$ cat src/rtl/mem_arbiter_if.sv
// Bundle of the two requester ports and the single-port memory command/return path.
// slave = arbiter view, master = environment (requesters + memory) view.
interface mem_arbiter_if #(
    parameter int ADDR_W = 16,
    parameter int DATA_W = 8
);
    logic              a_req;
    logic              a_we;
    logic              a_lock;
    logic [ADDR_W-1:0] a_addr;
    logic [DATA_W-1:0] a_wdata;
    logic              a_gnt;
    logic [DATA_W-1:0] a_rdata;
    logic              a_rvalid;

    logic              b_req;
    logic              b_we;
    logic              b_lock;
    logic [ADDR_W-1:0] b_addr;
    logic [DATA_W-1:0] b_wdata;
    logic              b_gnt;
    logic [DATA_W-1:0] b_rdata;
    logic              b_rvalid;

    logic              mem_read;
    logic              mem_write;
    logic [ADDR_W-1:0] mem_addr;
    logic [DATA_W-1:0] mem_wdata;
    logic [DATA_W-1:0] mem_rdata;

    modport slave (
        input  a_req, a_we, a_lock, a_addr, a_wdata,
        output a_gnt, a_rdata, a_rvalid,
        input  b_req, b_we, b_lock, b_addr, b_wdata,
        output b_gnt, b_rdata, b_rvalid,
        output mem_read, mem_write, mem_addr, mem_wdata,
        input  mem_rdata
    );

    modport master (
        output a_req, a_we, a_lock, a_addr, a_wdata,
        input  a_gnt, a_rdata, a_rvalid,
        output b_req, b_we, b_lock, b_addr, b_wdata,
        input  b_gnt, b_rdata, b_rvalid,
        input  mem_read, mem_write, mem_addr, mem_wdata,
        output mem_rdata
    );
endinterface

$ cat src/rtl/mem_arbiter.sv
// Two-port round-robin arbiter with bounded lock in front of a single-port byte memory.
// Optional macro MEM_ARB_TRACE_EN: grant/rvalid trace plus a double-grant simulation check.
module mem_arbiter #(
    parameter int ADDR_W   = 16,
    parameter int DATA_W   = 8,
    parameter int MAX_LOCK = 8
) (
    input logic          clk,
    input logic          reset,
    mem_arbiter_if.slave bus
);
    localparam logic [1:0] ST_IDLE   = 2'd0;
    localparam logic [1:0] ST_LOCK_A = 2'd1;
    localparam logic [1:0] ST_LOCK_B = 2'd2;
    localparam logic       PORT_A    = 1'b0;
    localparam logic       PORT_B    = 1'b1;
    localparam logic [7:0] MAX_CNT   = MAX_LOCK[7:0];

    logic [1:0]        state_q, state_d;
    logic [7:0]        lock_cnt_q, lock_cnt_d;
    logic              last_gnt_q, last_gnt_d;
    logic              mem_read_q, mem_write_q;
    logic [ADDR_W-1:0] mem_addr_q;
    logic [DATA_W-1:0] mem_wdata_q;
    logic              tag1_valid_q, tag1_port_q;
    logic              tag2_valid_q, tag2_port_q;

    logic              gnt_a, gnt_b, any_gnt;
    logic              hold_a, hold_b, cap;
    logic              win_we;
    logic [ADDR_W-1:0] win_addr;
    logic [DATA_W-1:0] win_wdata;

    assign hold_a = (state_q == ST_LOCK_A) && bus.a_req && bus.a_lock;
    assign hold_b = (state_q == ST_LOCK_B) && bus.b_req && bus.b_lock;
    assign cap    = (lock_cnt_q == MAX_CNT);

    // A held lock only yields once its count has reached the bound and the other side waits.
    always_comb begin
        gnt_a = 1'b0;
        gnt_b = 1'b0;
        if (hold_a) begin
            if (cap && bus.b_req) gnt_b = 1'b1;
            else                  gnt_a = 1'b1;
        end else if (hold_b) begin
            if (cap && bus.a_req) gnt_a = 1'b1;
            else                  gnt_b = 1'b1;
        end else if (bus.a_req && bus.b_req) begin
            if (last_gnt_q == PORT_B) gnt_a = 1'b1;
            else                      gnt_b = 1'b1;
        end else begin
            gnt_a = bus.a_req;
            gnt_b = bus.b_req;
        end
    end

    assign any_gnt   = gnt_a || gnt_b;
    assign win_we    = gnt_a ? bus.a_we    : bus.b_we;
    assign win_addr  = gnt_a ? bus.a_addr  : bus.b_addr;
    assign win_wdata = gnt_a ? bus.a_wdata : bus.b_wdata;

    always_comb begin
        state_d    = ST_IDLE;
        lock_cnt_d = 8'd0;
        last_gnt_d = last_gnt_q;
        if (gnt_a) begin
            last_gnt_d = PORT_A;
            if (bus.a_lock) begin
                state_d    = ST_LOCK_A;
                lock_cnt_d = hold_a ? (cap ? lock_cnt_q : lock_cnt_q + 8'd1) : 8'd1;
            end
        end else if (gnt_b) begin
            last_gnt_d = PORT_B;
            if (bus.b_lock) begin
                state_d    = ST_LOCK_B;
                lock_cnt_d = hold_b ? (cap ? lock_cnt_q : lock_cnt_q + 8'd1) : 8'd1;
            end
        end
    end

    always_ff @(posedge clk) begin
        if (reset) begin
            state_q      <= ST_IDLE;
            lock_cnt_q   <= 8'd0;
            last_gnt_q   <= PORT_B;
            mem_read_q   <= 1'b0;
            mem_write_q  <= 1'b0;
            mem_addr_q   <= '0;
            mem_wdata_q  <= '0;
            tag1_valid_q <= 1'b0;
            tag1_port_q  <= PORT_A;
            tag2_valid_q <= 1'b0;
            tag2_port_q  <= PORT_A;
        end else begin
            state_q     <= state_d;
            lock_cnt_q  <= lock_cnt_d;
            last_gnt_q  <= last_gnt_d;
            mem_read_q  <= any_gnt && !win_we;
            mem_write_q <= any_gnt && win_we;
            if (any_gnt) begin
                mem_addr_q  <= win_addr;
                mem_wdata_q <= win_wdata;
            end
            // Tag follows the read through the memory's one-cycle command and one-cycle data latency.
            tag1_valid_q <= any_gnt && !win_we;
            tag1_port_q  <= gnt_b;
            tag2_valid_q <= tag1_valid_q;
            tag2_port_q  <= tag1_port_q;
        end
    end

    assign bus.a_gnt     = gnt_a;
    assign bus.b_gnt     = gnt_b;
    assign bus.mem_read  = mem_read_q;
    assign bus.mem_write = mem_write_q;
    assign bus.mem_addr  = mem_addr_q;
    assign bus.mem_wdata = mem_wdata_q;
    assign bus.a_rdata   = bus.mem_rdata;
    assign bus.b_rdata   = bus.mem_rdata;
    assign bus.a_rvalid  = tag2_valid_q && (tag2_port_q == PORT_A);
    assign bus.b_rvalid  = tag2_valid_q && (tag2_port_q == PORT_B);

`ifdef MEM_ARB_TRACE_EN
    always @(posedge clk) begin
        if (!reset) begin
            if (gnt_a && gnt_b) begin
                $display("mem_arbiter: double grant");
                $finish;
            end
            if (any_gnt) begin
                if (win_we)
                    $display("%0t mem_arbiter grant %s W addr=%h wdata=%h", $time,
                             gnt_a ? "A" : "B", win_addr, win_wdata);
                else
                    $display("%0t mem_arbiter grant %s R addr=%h", $time,
                             gnt_a ? "A" : "B", win_addr);
            end
            if (bus.a_rvalid) $display("%0t mem_arbiter rvalid A data=%h", $time, bus.a_rdata);
            if (bus.b_rvalid) $display("%0t mem_arbiter rvalid B data=%h", $time, bus.b_rdata);
        end
    end
`else
    // Trace and double-grant check are compiled out; datapath is unchanged.
`endif
endmodule

$ cat src/flat_wrapper.sv
// flat-port wrapper written by rule: the top's interface ports become plain ports
module mem_arbiter_flat 
#(
    parameter int ADDR_W   = 16,
    parameter int DATA_W   = 8,
    parameter int MAX_LOCK = 8
)
  (clk, reset, bus_a_req, bus_a_we, bus_a_lock, bus_a_addr, bus_a_wdata, bus_a_gnt, bus_a_rdata, bus_a_rvalid, bus_b_req, bus_b_we, bus_b_lock, bus_b_addr, bus_b_wdata, bus_b_gnt, bus_b_rdata, bus_b_rvalid, bus_mem_read, bus_mem_write, bus_mem_addr, bus_mem_wdata, bus_mem_rdata);
  mem_arbiter_if #(.ADDR_W(ADDR_W), .DATA_W(DATA_W)) bus_i ();
  input logic clk;
  input logic reset;
  input wire logic [$bits(bus_i.a_req)-1:0] bus_a_req;
  input wire logic [$bits(bus_i.a_we)-1:0] bus_a_we;
  input wire logic [$bits(bus_i.a_lock)-1:0] bus_a_lock;
  input wire logic [$bits(bus_i.a_addr)-1:0] bus_a_addr;
  input wire logic [$bits(bus_i.a_wdata)-1:0] bus_a_wdata;
  output wire logic [$bits(bus_i.a_gnt)-1:0] bus_a_gnt;
  output wire logic [$bits(bus_i.a_rdata)-1:0] bus_a_rdata;
  output wire logic [$bits(bus_i.a_rvalid)-1:0] bus_a_rvalid;
  input wire logic [$bits(bus_i.b_req)-1:0] bus_b_req;
  input wire logic [$bits(bus_i.b_we)-1:0] bus_b_we;
  input wire logic [$bits(bus_i.b_lock)-1:0] bus_b_lock;
  input wire logic [$bits(bus_i.b_addr)-1:0] bus_b_addr;
  input wire logic [$bits(bus_i.b_wdata)-1:0] bus_b_wdata;
  output wire logic [$bits(bus_i.b_gnt)-1:0] bus_b_gnt;
  output wire logic [$bits(bus_i.b_rdata)-1:0] bus_b_rdata;
  output wire logic [$bits(bus_i.b_rvalid)-1:0] bus_b_rvalid;
  output wire logic [$bits(bus_i.mem_read)-1:0] bus_mem_read;
  output wire logic [$bits(bus_i.mem_write)-1:0] bus_mem_write;
  output wire logic [$bits(bus_i.mem_addr)-1:0] bus_mem_addr;
  output wire logic [$bits(bus_i.mem_wdata)-1:0] bus_mem_wdata;
  input wire logic [$bits(bus_i.mem_rdata)-1:0] bus_mem_rdata;
  assign bus_i.a_req = bus_a_req;
  assign bus_i.a_we = bus_a_we;
  assign bus_i.a_lock = bus_a_lock;
  assign bus_i.a_addr = bus_a_addr;
  assign bus_i.a_wdata = bus_a_wdata;
  assign bus_a_gnt = bus_i.a_gnt;
  assign bus_a_rdata = bus_i.a_rdata;
  assign bus_a_rvalid = bus_i.a_rvalid;
  assign bus_i.b_req = bus_b_req;
  assign bus_i.b_we = bus_b_we;
  assign bus_i.b_lock = bus_b_lock;
  assign bus_i.b_addr = bus_b_addr;
  assign bus_i.b_wdata = bus_b_wdata;
  assign bus_b_gnt = bus_i.b_gnt;
  assign bus_b_rdata = bus_i.b_rdata;
  assign bus_b_rvalid = bus_i.b_rvalid;
  assign bus_mem_read = bus_i.mem_read;
  assign bus_mem_write = bus_i.mem_write;
  assign bus_mem_addr = bus_i.mem_addr;
  assign bus_mem_wdata = bus_i.mem_wdata;
  assign bus_i.mem_rdata = bus_mem_rdata;
  mem_arbiter #(.ADDR_W(ADDR_W), .DATA_W(DATA_W), .MAX_LOCK(MAX_LOCK)) u_core (.clk(clk), .reset(reset), .bus(bus_i));
endmodule
$ cat config.mk
export PLATFORM = sky130hd
export DESIGN_NAME = mem_arbiter_flat
export DESIGN_NICKNAME = d
export VERILOG_FILES = /design/src/rtl/mem_arbiter_if.sv /design/src/rtl/mem_arbiter.sv /design/src/flat_wrapper.sv
export SDC_FILE = /design/constraint.sdc
export NUM_CORES = 1
export LEC_CHECK = 0
export CORE_MARGIN = 5
export CORE_UTILIZATION = 44
export CTS_CLUSTER_SIZE = 24
export DETAILED_ROUTE_END_ITERATION = 6
export PLACE_DENSITY = 0.85
export SETUP_SLACK_MARGIN = 0.05
export SLEW_MARGIN = 15
export SYNTH_ARGS = -nofsm -noshare
export SYNTH_HDL_FRONTEND = slang
export SYNTH_SLANG_ARGS = --single-unit
$ cat constraint.sdc
create_clock -name clk -period 3.45 [get_ports clk]
set_input_delay 0.69 -clock clk [delete_from_list [all_inputs] [get_ports clk]]
set_output_delay 0.69 -clock clk [all_outputs]
set_load 0.005 [all_outputs]
==> results.txt <==
Outcome: finished clean
Hold Crit Start: u_core.tag1_port_q
Rows: 26
Period utilization: 91.7%
WP data arrival: 2470 ps
Detailed Place HPWL: 4490 um
WHS Path Cells: 1
Worst Setup SP: bus_b_lock
NumNets Final: 361
Final wirelength: 6310 um
Switching Share: 23.8%
GRT overflow: 0
TNS Setup: 0 ps
Clk buf depth: 2
Most used cell, CP: clkdlybuf4s50_1
Ys Warns: 0
Hold worst-path end: u_core.tag2_port_q
Core region area: 5140 um2
Hold_ws: 437 ps
#FFs+latches synth: 40
DP Area: 3080 um2
Worst r2r dst: u_core.bus.mem_wdata[5]
VDD IR-drop max: 0.156 mV
Logic pwr share: 21.8%
Final setup viols: 0
Detail Route Antenna Nets: 0
Count of pins over their slew limit: 0
Most frequent cells in the layout: 84 x clkdlybuf4s50_1, 40 x dfxtp_1, 26 x a21oi_1, 24 x mux2i_1, 24 x o221a_1
Setup Fix Bufs, Post-CTS: 0
# H-tree levels: 2
Post-CTS sizing: 0
First-pass GRT wire length: 9600 um
CP required: 2760 ps
Worst-path cell chain: clkdlybuf4s50_1 > nand4b_4 > a31oi_2 > nand3_4 > inv_2 > clkdlybuf4s50_1
# DRC: 0
I/O Pins: 110
RePlAce Congestion: 0.877
Port bufs: 85
Synth Area per Inst: 10.2 um2
Post-Synthesis Cells: 228
Fin util: 62.4%
Clock latency on the worst-skew pair: 290 ps
DR pass1 iterations: 4
Initial core utilization: 45.3%
Die H: 82.7 um
Setup CP Type: in -> out
Max stage delay on crit path: 560 ps
Share of layout cells above drive strength 1: 10.1%
# hold bufs at CTS: 0
Die X: 82.7 um
Synth unique cells: 50
Lkg Pwr: 1.24 nW
Min-delay worst type: reg -> reg
Relative slew slack: 66.8%
Largest net degree at the start of global routing: 34
Post-synthesis sequential area ratio: 34.4%
Setup Skew: 7.02 ps
Flop-to-flop setup slack: 1390 ps
Cell area after synthesis: 2330 um2
Area Growth Syn to Fin: 37.7%
Worst r2r src: u_core.lock_cnt_q[0]
Clk network pwr share: 35.4%
Num CTS Buffers: 5
RSZ-0062 raised after global routing: false
Pwr Total: 1.19 mW
PD cells: 371 nW/um2
Most used flip-flop cell after synthesis: dfxtp_1
Max capacitance violation total: 0
CTS tree: built
R2R cell count: 7
Share of power burned in registers: 42.8%
WL met3: 517 um
Met2 wire length: 2850 um
Sw power: 0.283 mW
Via count: 2002
Worst setup SP type: input port
Diode count: 0
Vias per cell: 5.47
CP Capture Type: primary output
GRT Overall Usage: 18.4%
Final instance area: 3210 um2
Fin. Hold Viols: 0
Clock root buffer: clkbuf_8
Initial antenna violation count: 0
Uppermost routed layer: met4
Minimum clock period: 3160 ps
Slowest CP cell: clkdlybuf4s50_1
Pre-CTS setup slack: 273 ps
Post-route setup slack: 286 ps
Clock sink total: 40
Fin cells: 366
Reg clk slew, reported paths: 80 ps
Die area: 6850 um2
Pin slew with the least headroom to its limit: 499 ps
M1 wire length: 2850 um
Commonest non-fill, non-tap cell in the layout: clkdlybuf4s50_1
Internal power: 0.907 mW
Asr flop ratio synth: 0%
FMAX: 316 MHz
Crit path max fanout: 8
Dpl cells: 358
Number of flops mapped to enable cells by yosys: 0
Vias in the first global route: 1914
Routed WL per cell: 17.2 um
Syn Nets: 294
1st-iter DRT viols: 131
cell families (layout without fill, tap and decap cells):
group,after synthesis,count (layout),share of synthesized area [%]
AO/OA/AOI/OAI,72,72,26.3
XOR/XNOR,6,6,2.26
adder cells (fa/ha/maj),2,2,1.07
buffers and inverters,39,107,11.2
flip-flops,40,40,34.4
multiplexers,24,24,10.3
AND/OR/NAND/NOR,45,45,14.5
final cells by class:
type | instances | area, um2
clock inverter | 1 | 30.0
inverter | 7 | 26.3
timing repair buffer | 92 | 898
fill | 438 | 1930
multi-input combinational | 149 | 1270
sequential | 40 | 801
clock buffer | 7 | 96.3
tap | 70 | 87.6
worst max-delay path: cells and delay by family:
kind,cells,cell delay (ps)
buf+inv,3,1140
compound gates,1,340
simple gates,2,310
cells in the mapped netlist (3+ instances only):
| cell | n | area [um2] |
|---|---|---|
| xor2_1 | 5 | 43.8 |
| dfxtp_1 | 40 | 801 |
| buf_2 | 4 | 20.0 |
| inv_1 | 6 | 22.5 |
| buf_6 | 6 | 67.6 |
| nor2b_1 | 6 | 37.5 |
| nand4_1 | 3 | 18.8 |
| nand3_1 | 6 | 30.0 |
| nor2_1 | 10 | 37.5 |
| mux2i_1 | 24 | 240 |
| o221a_1 | 24 | 270 |
| clkbuf_1 | 5 | 18.8 |
| a21oi_1 | 26 | 130 |
| buf_4 | 17 | 128 |
| a31oi_1 | 4 | 25.0 |
worst max path at each step:
stage                     end
floorplan           bus_a_gnt
global placement    bus_a_gnt
detailed placement  bus_a_gnt
CTS                 bus_a_gnt
global route        bus_a_gnt
finish              bus_a_gnt
power by group through the flow:
stage	clock network, mW	logic, mW	registers (mW)
2_1_floorplan	0	0.128	0.520
3_3_place_gp	0	0.254	0.518
3_5_place_dp	0	0.259	0.519
4_1_cts	0.429	0.261	0.509
5_1_grt	0.458	0.280	0.512
6_report	0.421	0.260	0.509
sequential cells by signal (all words and copies together) (netlist names), 2 cells and up:
name	count
u_core.bus.mem_addr	16
u_core.state_q	2
u_core.bus.mem_wdata	8
u_core.lock_cnt_q	8
routing by layer:
metal  up-vias  GRT usage, %
li1        989             -
met1       932          24.7
met2        71          28.8
met3        10          5.42
met4         0          5.07
met5         -             0
Note: power is estimated with default switching activity, not from simulation.
